## src/rtl/lsu_pkg.sv

```systemverilog
// Shared definitions for the load/store unit: access-size encodings, FSM states
// and the legality check applied to every incoming request.
package lsu_pkg;

    localparam int LSU_WIDTH = 32;
    localparam int LANE_W    = 8;

    localparam logic [2:0] F3_B  = 3'b000;
    localparam logic [2:0] F3_H  = 3'b001;
    localparam logic [2:0] F3_W  = 3'b010;
    localparam logic [2:0] F3_BU = 3'b100;
    localparam logic [2:0] F3_HU = 3'b101;

    typedef enum logic [2:0] {
        ST_IDLE     = 3'd0,
        ST_LOAD     = 3'd1,
        ST_RMW_READ = 3'd2,
        ST_WRITE    = 3'd3,
        ST_RESP     = 3'd4
    } state_e;

    // Unsigned sizes only make sense for loads; halfwords and words need natural alignment.
    function automatic logic isIllegal(input logic we, input logic [2:0] funct3,
                                       input logic [1:0] addrLo);
        logic bad;
        case (funct3)
            F3_B:    bad = 1'b0;
            F3_H:    bad = addrLo[0];
            F3_W:    bad = (addrLo != 2'b00);
            F3_BU:   bad = we;
            F3_HU:   bad = we | addrLo[0];
            default: bad = 1'b1;
        endcase
        return bad;
    endfunction

endpackage

```

## src/rtl/lsu_lane_align.sv

```systemverilog
// Combinational byte-lane steering: extracts and extends load data, and merges
// sub-word store data into a full memory word for read-modify-write.
module lsu_lane_align
    import lsu_pkg::*;
(
    input  logic [LSU_WIDTH-1:0] word_i,
    input  logic [1:0]           addrLo_i,
    input  logic [2:0]           funct3_i,
    input  logic [LSU_WIDTH-1:0] wdata_i,
    output logic [LSU_WIDTH-1:0] loadData_o,
    output logic [LSU_WIDTH-1:0] mergedWord_o
);

    logic [LANE_W-1:0]   byteSel;
    logic [2*LANE_W-1:0] halfSel;

    // Little-endian lanes: byte offset 0 lives in bits [7:0].
    always_comb begin
        byteSel = word_i[{addrLo_i, 3'b000} +: LANE_W];
        halfSel = addrLo_i[1] ? word_i[31:16] : word_i[15:0];
        case (funct3_i)
            F3_B:    loadData_o = {{(LSU_WIDTH-LANE_W){byteSel[LANE_W-1]}}, byteSel};
            F3_BU:   loadData_o = {{(LSU_WIDTH-LANE_W){1'b0}}, byteSel};
            F3_H:    loadData_o = {{(LSU_WIDTH-2*LANE_W){halfSel[2*LANE_W-1]}}, halfSel};
            F3_HU:   loadData_o = {{(LSU_WIDTH-2*LANE_W){1'b0}}, halfSel};
            default: loadData_o = word_i;
        endcase
    end

    always_comb begin
        mergedWord_o = word_i;
        if (funct3_i == F3_H) begin
            mergedWord_o[{addrLo_i[1], 4'b0000} +: 2*LANE_W] = wdata_i[2*LANE_W-1:0];
        end else begin
            mergedWord_o[{addrLo_i, 3'b000} +: LANE_W] = wdata_i[LANE_W-1:0];
        end
    end

endmodule

```

## src/rtl/lsu_engine.sv

```systemverilog
// Load/store unit: turns one byte/halfword/word core request into word-aligned
// memory transactions, doing read-modify-write for sub-word stores.
module lsu_engine
    import lsu_pkg::*;
#(
    parameter int WIDTH    = 32,
    parameter int ADDR_LSB = 2
) (
    input  logic             clk,
    input  logic             rst,
    input  logic             req_valid,
    output logic             req_ready,
    input  logic             req_we,
    input  logic [2:0]       req_funct3,
    input  logic [WIDTH-1:0] req_addr,
    input  logic [WIDTH-1:0] req_wdata,
    output logic             resp_valid,
    output logic             resp_err,
    output logic [WIDTH-1:0] resp_rdata,
    output logic             mem_read_en,
    output logic             mem_write_en,
    output logic [WIDTH-1:0] mem_addr,
    output logic [WIDTH-1:0] mem_write_data,
    input  logic [WIDTH-1:0] mem_read_data
);

    state_e           state_q;
    logic             we_q;
    logic [2:0]       funct3_q;
    logic [WIDTH-1:0] addr_q;
    logic [WIDTH-1:0] wword_q;
    logic [WIDTH-1:0] rdata_q;
    logic             err_q;

    logic [WIDTH-1:0] loadData_d;
    logic [WIDTH-1:0] mergedWord_d;

    lsu_lane_align uAlign (
        .word_i       (mem_read_data),
        .addrLo_i     (addr_q[1:0]),
        .funct3_i     (funct3_q),
        .wdata_i      (wword_q),
        .loadData_o   (loadData_d),
        .mergedWord_o (mergedWord_d)
    );

    // wword_q starts as the raw store data and is overwritten by the merged word on RMW.
    always_ff @(posedge clk or negedge rst) begin
        if (!rst) begin
            state_q  <= ST_IDLE;
            we_q     <= 1'b0;
            funct3_q <= 3'b000;
            addr_q   <= '0;
            wword_q  <= '0;
            rdata_q  <= '0;
            err_q    <= 1'b0;
        end else begin
            case (state_q)
                ST_IDLE: begin
                    if (req_valid) begin
                        we_q     <= req_we;
                        funct3_q <= req_funct3;
                        addr_q   <= req_addr;
                        wword_q  <= req_wdata;
                        rdata_q  <= '0;
                        err_q    <= 1'b0;
                        if (isIllegal(req_we, req_funct3, req_addr[1:0])) begin
                            err_q   <= 1'b1;
                            state_q <= ST_RESP;
                        end else if (!req_we) begin
                            state_q <= ST_LOAD;
                        end else if (req_funct3 == F3_W) begin
                            state_q <= ST_WRITE;
                        end else begin
                            state_q <= ST_RMW_READ;
                        end
                    end
                end
                ST_LOAD: begin
                    rdata_q <= loadData_d;
                    state_q <= ST_RESP;
                end
                ST_RMW_READ: begin
                    wword_q <= mergedWord_d;
                    state_q <= ST_WRITE;
                end
                ST_WRITE: state_q <= ST_RESP;
                ST_RESP:  state_q <= ST_IDLE;
                default:  state_q <= ST_IDLE;
            endcase
        end
    end

    assign req_ready      = (state_q == ST_IDLE);
    assign resp_valid     = (state_q == ST_RESP);
    assign resp_err       = err_q;
    assign resp_rdata     = rdata_q;
    assign mem_read_en    = (state_q == ST_LOAD) || (state_q == ST_RMW_READ);
    assign mem_write_en   = (state_q == ST_WRITE) && we_q;
    assign mem_addr       = {{ADDR_LSB{1'b0}}, addr_q[WIDTH-1:ADDR_LSB]};
    assign mem_write_data = (state_q == ST_WRITE) ? wword_q : '0;

endmodule

```

## config.mk

```make
export PLATFORM = sky130hd
export DESIGN_NAME = lsu_engine
export DESIGN_NICKNAME = d
export VERILOG_FILES = /design/src/rtl/lsu_pkg.sv /design/src/rtl/lsu_lane_align.sv /design/src/rtl/lsu_engine.sv
export SDC_FILE = /design/constraint.sdc
export NUM_CORES = 1
export LEC_CHECK = 0
export ABC_AREA = 1
export BUFFER_PORTS_ARGS = -buffer_cell sky130_fd_sc_hd__clkbuf_2
export CORE_UTILIZATION = 51
export DETAILED_ROUTE_END_ITERATION = 10
export PLACE_DENSITY = 0.85
export SLEW_MARGIN = 20
export SYNTH_ARGS = -nofsm -noshare
export SYNTH_HDL_FRONTEND = slang
export SYNTH_SLANG_ARGS = --single-unit
```

## constraint.sdc

```tcl
create_clock -name clk -period 2.1 [get_ports clk]
set_input_delay 0 -clock clk [delete_from_list [all_inputs] [get_ports clk]]
set_output_delay 0 -clock clk [all_outputs]
set_load 0.01 [all_outputs]
```

=== Word level (Yosys, flattened, before mapping) ===
Cells that the tools add are included.

* Equal/unequal tests: 12
* $add $sub $neg: 2
* Bitwise operators: 1
* Reductions and logical operators: 12
* Shift operators: 5
* Muxes and demuxes: 19

{| class="wikitable"
|+ Operators by type and width
! cell !! number
|-
| $mux W32 || 4
|-
| $pmux W32 S2 || 2
|-
| $pmux W32 S4 || 1
|-
| $bwmux W32 || 2
|-
| $shift A16 B7 Y32 const A || 1
|-
| $shift A8 B7 Y32 const A || 1
|-
| $shiftx A16 B7 Y32 || 1
|-
| $shiftx A32 B6 Y8 || 1
|-
| $shiftx A8 B7 Y32 || 1
|-
| $mux W16 || 1
|-
| $eq A3 B3 Y1 const B || 5
|-
| $neg A5 Y7 || 2
|-
| $eq A3 B1 Y1 const B || 3
|-
| $eq A3 B2 Y1 const B || 3
|-
| $logic_not A3 Y1 || 3
|-
| $pmux W3 S3 || 1
|-
| $mux W3 || 2
|-
| $reduce_and A2 Y1 || 3
|-
| $reduce_bool A2 Y1 || 3
|-
| $pmux W1 S5 || 1
|-
| $mux W1 || 4
|-
| $mux W2 || 1
|-
| $ne A2 B2 Y1 const B || 1
|-
| $reduce_or A2 Y1 || 1
|-
| 3 further kinds || 3
|}

* Output and inout port bits: 101
* Register bits after elaboration: 104

=== Logic depth before layout (Yosys ltp) ===
Gate-level depths: netlist (run 1).

* Depth in word-level cells: 7
* Mapped depth: 12
* Mapped depth without buffers: 11

=== Modules after synthesis ===
Synthesis (run 1) repeated with hierarchy kept, for this count alone.

* Cell total of the unflattened synthesis: 1063
* Area total of the unflattened synthesis: 6896.6 um^2

{| class="wikitable"
|+ By module, submodules not included
! module !! times used !! cells each !! area each (um^2)
|-
| lsu_engine || 1 || 607 || 4879.7
|-
| lsu_lane_align || 1 || 456 || 2016.9
|}

=== Least setup slack after synthesis (run 1) ===
No wires, ideal clock.

* Kind: reg-to-reg
* Start point: register addr_q[1]
* End point: register wword_q[27]
* Cell stages (with the launch flop): 11
* Setup slack: 295 ps
* Data arrival time: 1688 ps
* Setup time: 117 ps
* Cells stage by stage: dfrtp_1 -> inv_2 -> clkbuf_1 -> ha_1 -> inv_1 -> nand3_1 -> nor2_1 -> o21ai_1 -> nand3_1 -> nand2_1 -> nand2_1

* Cells in the longest elaborated chain, start to end: 5

{| class="wikitable"
|+ RTL lines
! item !! line !! text
|-
| from (decl) || lsu_engine.sv:30 || <nowiki>logic [WIDTH-1:0] addr_q;</nowiki>
|-
| from (signal assigned) || lsu_engine.sv:63 || <nowiki>addr_q <= req_addr;</nowiki>
|-
| $neg A5 Y7, on equally long branches || lsu_lane_align.sv:33, lsu_lane_align.sv:35 ||
|-
| $shiftx A16 B7 Y32 (tied with other cells) || lsu_lane_align.sv:33 || <nowiki>mergedWord_o[{addrLo_i[1], 4'b0000} +: 2*LANE_W] = wdata_i[2*LANE_W-1:0];</nowiki>
|-
| $bwmux W32, on equally long branches || lsu_lane_align.sv:33, lsu_lane_align.sv:35 ||
|-
| $mux W32 * || lsu_lane_align.sv:32 || <nowiki>if (funct3_i == F3_H) begin</nowiki>
|-
| $pmux W32 S2 * || lsu_engine.sv:58 || <nowiki>case (state_q)</nowiki>
|-
| to (signal assigned) || lsu_engine.sv:64 || <nowiki>wword_q <= req_wdata;</nowiki>
|-
| to (signal assigned) || lsu_engine.sv:84 || <nowiki>wword_q <= mergedWord_d;</nowiki>
|-
| to (decl) || lsu_engine.sv:31 || <nowiki>logic [WIDTH-1:0] wword_q;</nowiki>
|}

Every way passes the cells marked *; elsewhere a longest branch is shown, timed or not.
A chain may end at the register's enable or synchronous reset.

=== Worst setup path after layout (run 1) ===
* Start point: register state_q[0]
* End point: register addr_q[7]

* Cells in the longest elaborated chain, start to end: 2

{| class="wikitable"
|+ RTL lines
! item !! line !! text
|-
| from (decl) || lsu_engine.sv:27 || <nowiki>state_e state_q;</nowiki>
|-
| from (signal assigned) || lsu_engine.sv:50 || <nowiki>state_q <= ST_IDLE;</nowiki>
|-
| from (signal assigned) || lsu_engine.sv:69 || <nowiki>state_q <= ST_RESP;</nowiki>
|-
| from (signal assigned) || lsu_engine.sv:71 || <nowiki>state_q <= ST_LOAD;</nowiki>
|-
| $logic_not A3 Y1 || lsu_engine.sv:58 ||
|-
| $reduce_and A2 Y1 (no line) || n/a ||
|}

Every way passes these cells.

==> qor.yml, run 1 <==
status: "finished, final reports clean"
critPathRequiredTime_ps: 2340
clockBufferDepth: 2
crit_chain: "nor2_4 -> nand2_1 -> nor2_4 -> buf_4 -> inv_4 -> nand2_1 -> nand2_1"
grt_pass1_wl_mm: 34.3
worstMarginPinSlew_ps: 519
drive_gt1_share_pct: 21.3
num_rows: 40
cts_made_buffers: 9
hpwl_mm: 15.1
holdPathEnd: "wword_q[25]"
syn_area_sq_um: 6490
ys_seq_elements: 104
vdd_drop_max_mv: 0.874
die_x_microns: 115
wl_per_cell_microns: 15.7
crit_path_max_fanout: 43
worst_r2r_startpoint: "state_q[0]"
h-tree-depth: 3
crit_arrival_ps: 2120
muxShareOfSynthArea_pct: 0
synth_top_family_by_area: "simple AND/OR/NAND/NOR gates"
setup-tns-final_ps: 0
dieArea_sq_um: 13200
first_iter_violations: 733
fp.dieH_microns: 115
area_growth_pct: 29.0
cts-root-buf: "clkbuf_16"
synth_top_area_share_pct: 40.1
r2r_slack_ps: 220
routed_wl_mm: 21.9
clkPwrFrac_pct: 14.7
pwr-share-comb_pct: 53.0
grt_pass1_vias: 6673
p_switching_mw: 5.43
sw_frac_of_total_pct: 48.7
slowest_delay_ps: 450
drc: 0
grt_setup_unrepaired: "false"
synthAdderAreaFrac_pct: 0.963
clk_latency_ps: 360
worstHoldPathCells: 5
maxCapViolations: 0
grt_max_degree: 61
final_util_pct: 68.6
fin_skew_ps: 12.7
path_class: "register to register"
critPathCaptureType: "register"
synth_most_common_cell: "nand2_1"
antenna_found_initial: 0
routed_via_density: 5.11
synth_xor_area_share_pct: 0
post-route-period-util_pct: 89.6
yosysUniqueCellTypes: 28
async_reset_ff_share_pct: 100
numClockSinks: 104
final-setup-viol-count: 0
yosys.area.top_type: "dfrtp_1"
critPathLaunchType: "register"
io_buffer_count: 201
min_period_ps: 1880
post_cts_buffers: 0
hold_violations: 0
avgSynthCellArea_sq_um: 6.52
p_per_area_nw_per_um2: 1330
synth-seq-area-share_pct: 40.1
crit_top_cell: "nand2_1"
grt_overflow: 0
power_mw: 11.1
fp.coreArea_sq_um: 12200
pin_count: 204
drv_slew: 0
cts_tree: "built"
dr.pass1.iters: 5
synth_area_leaders: "dfrtp_1 (40%), nand2_1 (26%), o21ai_0 (4.7%)"
synth_warnings: 0
max_slew_margin_pct: 65.2
finalHoldWorstSlack_ps: 2.74
nets: 1326
internal_power_mw: 5.71
synth-compound-area-share_pct: 10.2
p_leak_nw: 4.83
hp-class: "primary input to register"
synth_ff_type: "dfrtp_1"
r2r_cells: 7
ant_nets: 0
fmax_mhz: 531
gp_congestion: 0.972
cp_slowest_cell: "dfrtp_1"
power_frac_seq_pct: 32.4
r2r-end: "addr_q[7]"
vias: 7119
post_synth_and_or_nand_nor_area_fraction_pct: 37.0
floorplan.initialDensity_pct: 53.2
hold_start: "req_wdata[25]"
yosys-top-cells-count: "nand2_1 (448), dfrtp_1 (104), inv_1 (80)"
track_usage_pct: 34.3
syn_inst: 996
clkTransAtPathRegs_ps: 70
synth_edf_count: 0
-- per-layer routing --
| metal | track usage, % | wire [microns] |
|---|---|---|
| met5 | 0 | 0 |
| met4 | 17.7 | 874 |
| met3 | 6.59 | 1810 |
| met2 | 56.1 | 10200 |
| met1 | 43.5 | 9020 |
-- cell usage in the layout (no fill, tap or decap), types with 5 or more instances in the layout --
cell / n
a21oi_1: 51
buf_4: 17
dfrtp_1: 104
nor2_1: 74
nor2_4: 6
clkbuf_2: 200
inv_1: 80
nand2_1: 448
o22ai_1: 7
nand3_1: 56
inv_2: 6
o21ai_0: 61
clkbuf_16: 9
ha_1: 5
dlygate4sd3_1: 64
-- worst max-delay path: cells and delay by family (launching register included) --
kind          cells  cell delay [ps]
simple gates      5              660
buf+inv           2              630
flops             1              450
-- stage by stage --
stage,cells,setup slack [ps],area [sq um]
after floorplan,997,295,6500
after detailed placement,1311,164,7450
final,1392,218,8380
after CTS,1391,146,8370
after global placement,1311,263,7450
after global routing,1391,61.1,8380
-- registers in the layout (all words and copies together) (netlist names) --
name and count:
we_q 1, addr_q 32, funct3_q 3, wword_q 32, resp_rdata 32, state_q 3
resp_err 1
-- logic make-up (layout without fill, tap and decap cells) --
kind of cell	after synthesis	count (layout)
and+or+nand+nor	598	598
DFF	104	104
AOI/OAI and AO/OA	127	127
adders and majority gates	5	5
buffers and inverters	161	387
other	1	3
-- cell type report --
type | instances | area, sq um
multi-input cells | 732 | 3140
well taps | 168 | 210
repair buffers | 283 | 1810
clock buffers | 10 | 229
fillers | 1063 | 3830
flip-flops and latches | 104 | 2600
clock inverters | 6 | 51.3
diodes | 1 | 2.50
inverters | 88 | 333
-- how the worst max path moves through the flow --
stage	start	end	slack, ps	depth (start not counted)
6_report	state_q[0]	addr_q[7]	220	7
5_1_grt	addr_q[1]	resp_rdata[28]	60	7
4_1_cts	state_q[1]	resp_rdata[31]	150	7
3_5_place_dp	state_q[1]	resp_rdata[31]	160	7
3_3_place_gp	state_q[0]	resp_err	260	7
2_1_floorplan	addr_q[1]	wword_q[27]	300	10
-- power by group through the flow --
| stage | combinational, mW | sequential [mW] | clock, mW |
|---|---|---|---|
| 3_5_place_dp | 5.65 | 3.59 | 0 |
| 2_1_floorplan | 4.20 | 3.54 | 0 |
| 5_1_grt | 6.60 | 3.70 | 1.72 |
| 4_1_cts | 5.76 | 3.58 | 1.64 |
| 6_report | 5.90 | 3.61 | 1.63 |
| 3_3_place_gp | 5.56 | 3.58 | 0 |
-- what timing repair did --
| item | in CTS | in global routing |
|---|---|---|
| hold endpoints to repair | 100 | 0 |
| gates resized for setup | 0 | 3 |
| hold buffers | 64 | 0 |
| endpoints found under the setup margin | 0 | 6 |
(Power assumes the default switching activity.)
==> run 2: changes to the inputs <==
==> constraint.sdc (replaced) <==
create_clock -name clk -period 2 [get_ports clk]
set_input_delay 0 -clock clk [delete_from_list [all_inputs] [get_ports clk]]
set_output_delay 0 -clock clk [all_outputs]
set_load 0.01 [all_outputs]
==> run 2 against run 1 <==
  * Clock power is 4% higher
  * Sequential power is 5% higher
  * Clock skew is 3.7 ps lower
  * Cell count hardly changed
  * Wire length is 1.4% higher
  * Worst hold slack better by 2.4 ps
  * Critical path depth stayed put
  * Via count is 3.0% higher
  * Fmax is 1.4% higher
  * Combinational power is 5.9% higher
  * Power is 5.4% higher
==> qor.yml, run 2 (synthesized netlist as in run 1, its figures left out) <==
status: "finished, final reports clean"
area_growth_pct: 29.1
critPathCaptureType: "register"
sw_frac_of_total_pct: 48.9
min_period_ps: 1860
track_usage_pct: 34.8
power_frac_seq_pct: 32.3
maxCapViolations: 0
wl_per_cell_microns: 16.0
fin_area_sq_um: 8380
layout_common_cells: "nand2_1 (448), clkbuf_2 (200), dfrtp_1 (104), inv_1 (80), nor2_1 (74)"
gp_congestion: 0.959
fp.dieH_microns: 115
critPathRequiredTime_ps: 2250
cts_tree: "built"
crit_path_max_fanout: 43
hpwl_mm: 15.3
finalNonFillerCells: 1391
antenna_found_initial: 0
io_buffer_count: 201
hp-class: "primary input to register"
fp.coreArea_sq_um: 12200
hold_violations: 0
r2r-end: "addr_q[15]"
hold_start: "req_wdata[16]"
die_x_microns: 115
dr.pass1.iters: 5
crit_top_cell: "nand2_1"
nFillCells: 1063
grt_setup_unrepaired: "false"
worstMarginPinSlew_ps: 707
grt_overflow: 0
fin_skew_ps: 9.06
post-route-period-util_pct: 92.8
cts-root-buf: "clkbuf_16"
drc: 0
numClockSinks: 104
layout_commonest_cell: "nand2_1"
r2r_cells: 7
p_switching_mw: 5.74
nets: 1326
multi_input_area_sq_um: 3150
met3_usage_pct: 6.59
final-setup-viol-count: 0
cts_made_buffers: 9
h-tree-depth: 3
use_met2_pct: 57.7
drive_gt1_share_pct: 21.3
grt_max_degree: 61
post_cts_buffers: 0
routed_wl_mm: 22.2
crit_arrival_ps: 2100
fmax_mhz: 539
clk_latency_ps: 360
dpl.cell_count: 1312
clkTransAtPathRegs_ps: 70
num_rows: 40
worst_r2r_startpoint: "state_q[0]"
clkPwrFrac_pct: 14.5
drv_slew: 0
slowest_delay_ps: 460
grt_pass1_vias: 7025
dieArea_sq_um: 13200
antenna_cells: 0
critPathLaunchType: "register"
holdPathEnd: "wword_q[16]"
dpl_cell_area_sq_um: 7460
grt_pass1_wl_mm: 34.9
worstHoldPathCells: 5
register_area_sq_um: 2600
pwr-share-comb_pct: 53.2
clockBufferDepth: 2
routed_via_density: 5.27
p_per_area_nw_per_um2: 1400
r2r_slack_ps: 140
path_class: "register to register"
vdd_drop_max_mv: 0.821
cp_slowest_cell: "dfrtp_1"
first_iter_violations: 636
internal_power_mw: 6.00
setup-tns-final_ps: 0
grt-busiest-layer: "met2"
pin_count: 204
p_leak_nw: 4.83
use_met1_pct: 42.6
vias: 7331
max_slew_margin_pct: 52.7
crit_chain: "nor2_4 -> nand2_1 -> nor2_4 -> buf_4 -> inv_4 -> nand2_1 -> nand2_1"
floorplan.initialDensity_pct: 53.2
ant_nets: 0
run 2: cell types whose count changed in the layout (fill, tap and decap cells not counted), sizes merged:
cell	before	now
diode	1	0
dlygate4sd3	64	63
buf	19	20
run 2: how the worst max path moves through the flow:
| stage | start | slack [ps] | to |
|---|---|---|---|
| CTS | state_q[0] | 60 | resp_err |
| finish | state_q[0] | 140 | addr_q[15] |
| detailed placement | state_q[0] | 50 | resp_err |
| floorplan | addr_q[1] | 200 | wword_q[27] |
| global route | state_q[0] | 20 | addr_q[27] |
| global placement | state_q[1] | 120 | resp_rdata[3] |
run 2: critical path, delay by kind of cell (launching register included):
kind	cells	cell delay [ps]
simple gates	5	650
flops	1	460
buf+inv	2	610
run 2: power by group through the flow:
stage          logic, mW  registers [mW]  clock network (mW)
2_1_floorplan       4.41            3.72                   0
3_3_place_gp        5.78            3.77                   0
3_5_place_dp        5.97            3.76                   0
4_1_cts             6.08            3.75                1.71
5_1_grt             6.99            3.89                1.78
6_report            6.25            3.80                1.70
run 2: layer usage:
metal | wire [microns] | up-vias
met2 | 10400 | 411
met5 | 0 | -
li1 | - | 3497
met4 | 1130 | 0
met1 | 8790 | 3336
met3 | 1860 | 87
run 2: final cells by class:
type	count	share of cell area (%)
multi-input combinational	732	37.6
sequential	104	31.0
timing repair buffer	283	21.6
inverter	88	3.97
clock buffer	10	2.73
tap	168	2.51
clock inverter	6	0.612
run 2: metrics by stage:
step	hold WS, ps	utilization (%)	power, mW	worst slack (ps)
after floorplan	-296	-	8.13	195
after global placement	-28.7	61.1	9.55	121
after detailed placement	-18.7	61.1	9.74	45.3
after CTS	0.612	68.6	11.5	63.6
after global routing	23.4	68.6	12.7	19.5
final	5.11	68.6	11.7	144
run 2: timing repair:
| action | 4_1_cts | 5_1_grt |
|---|---|---|
| endpoints found under the hold margin | 130 | 0 |
| hold buffers | 63 | 0 |
| endpoints found under the setup margin | 0 | 33 |
| resized for setup | 0 | 3 |
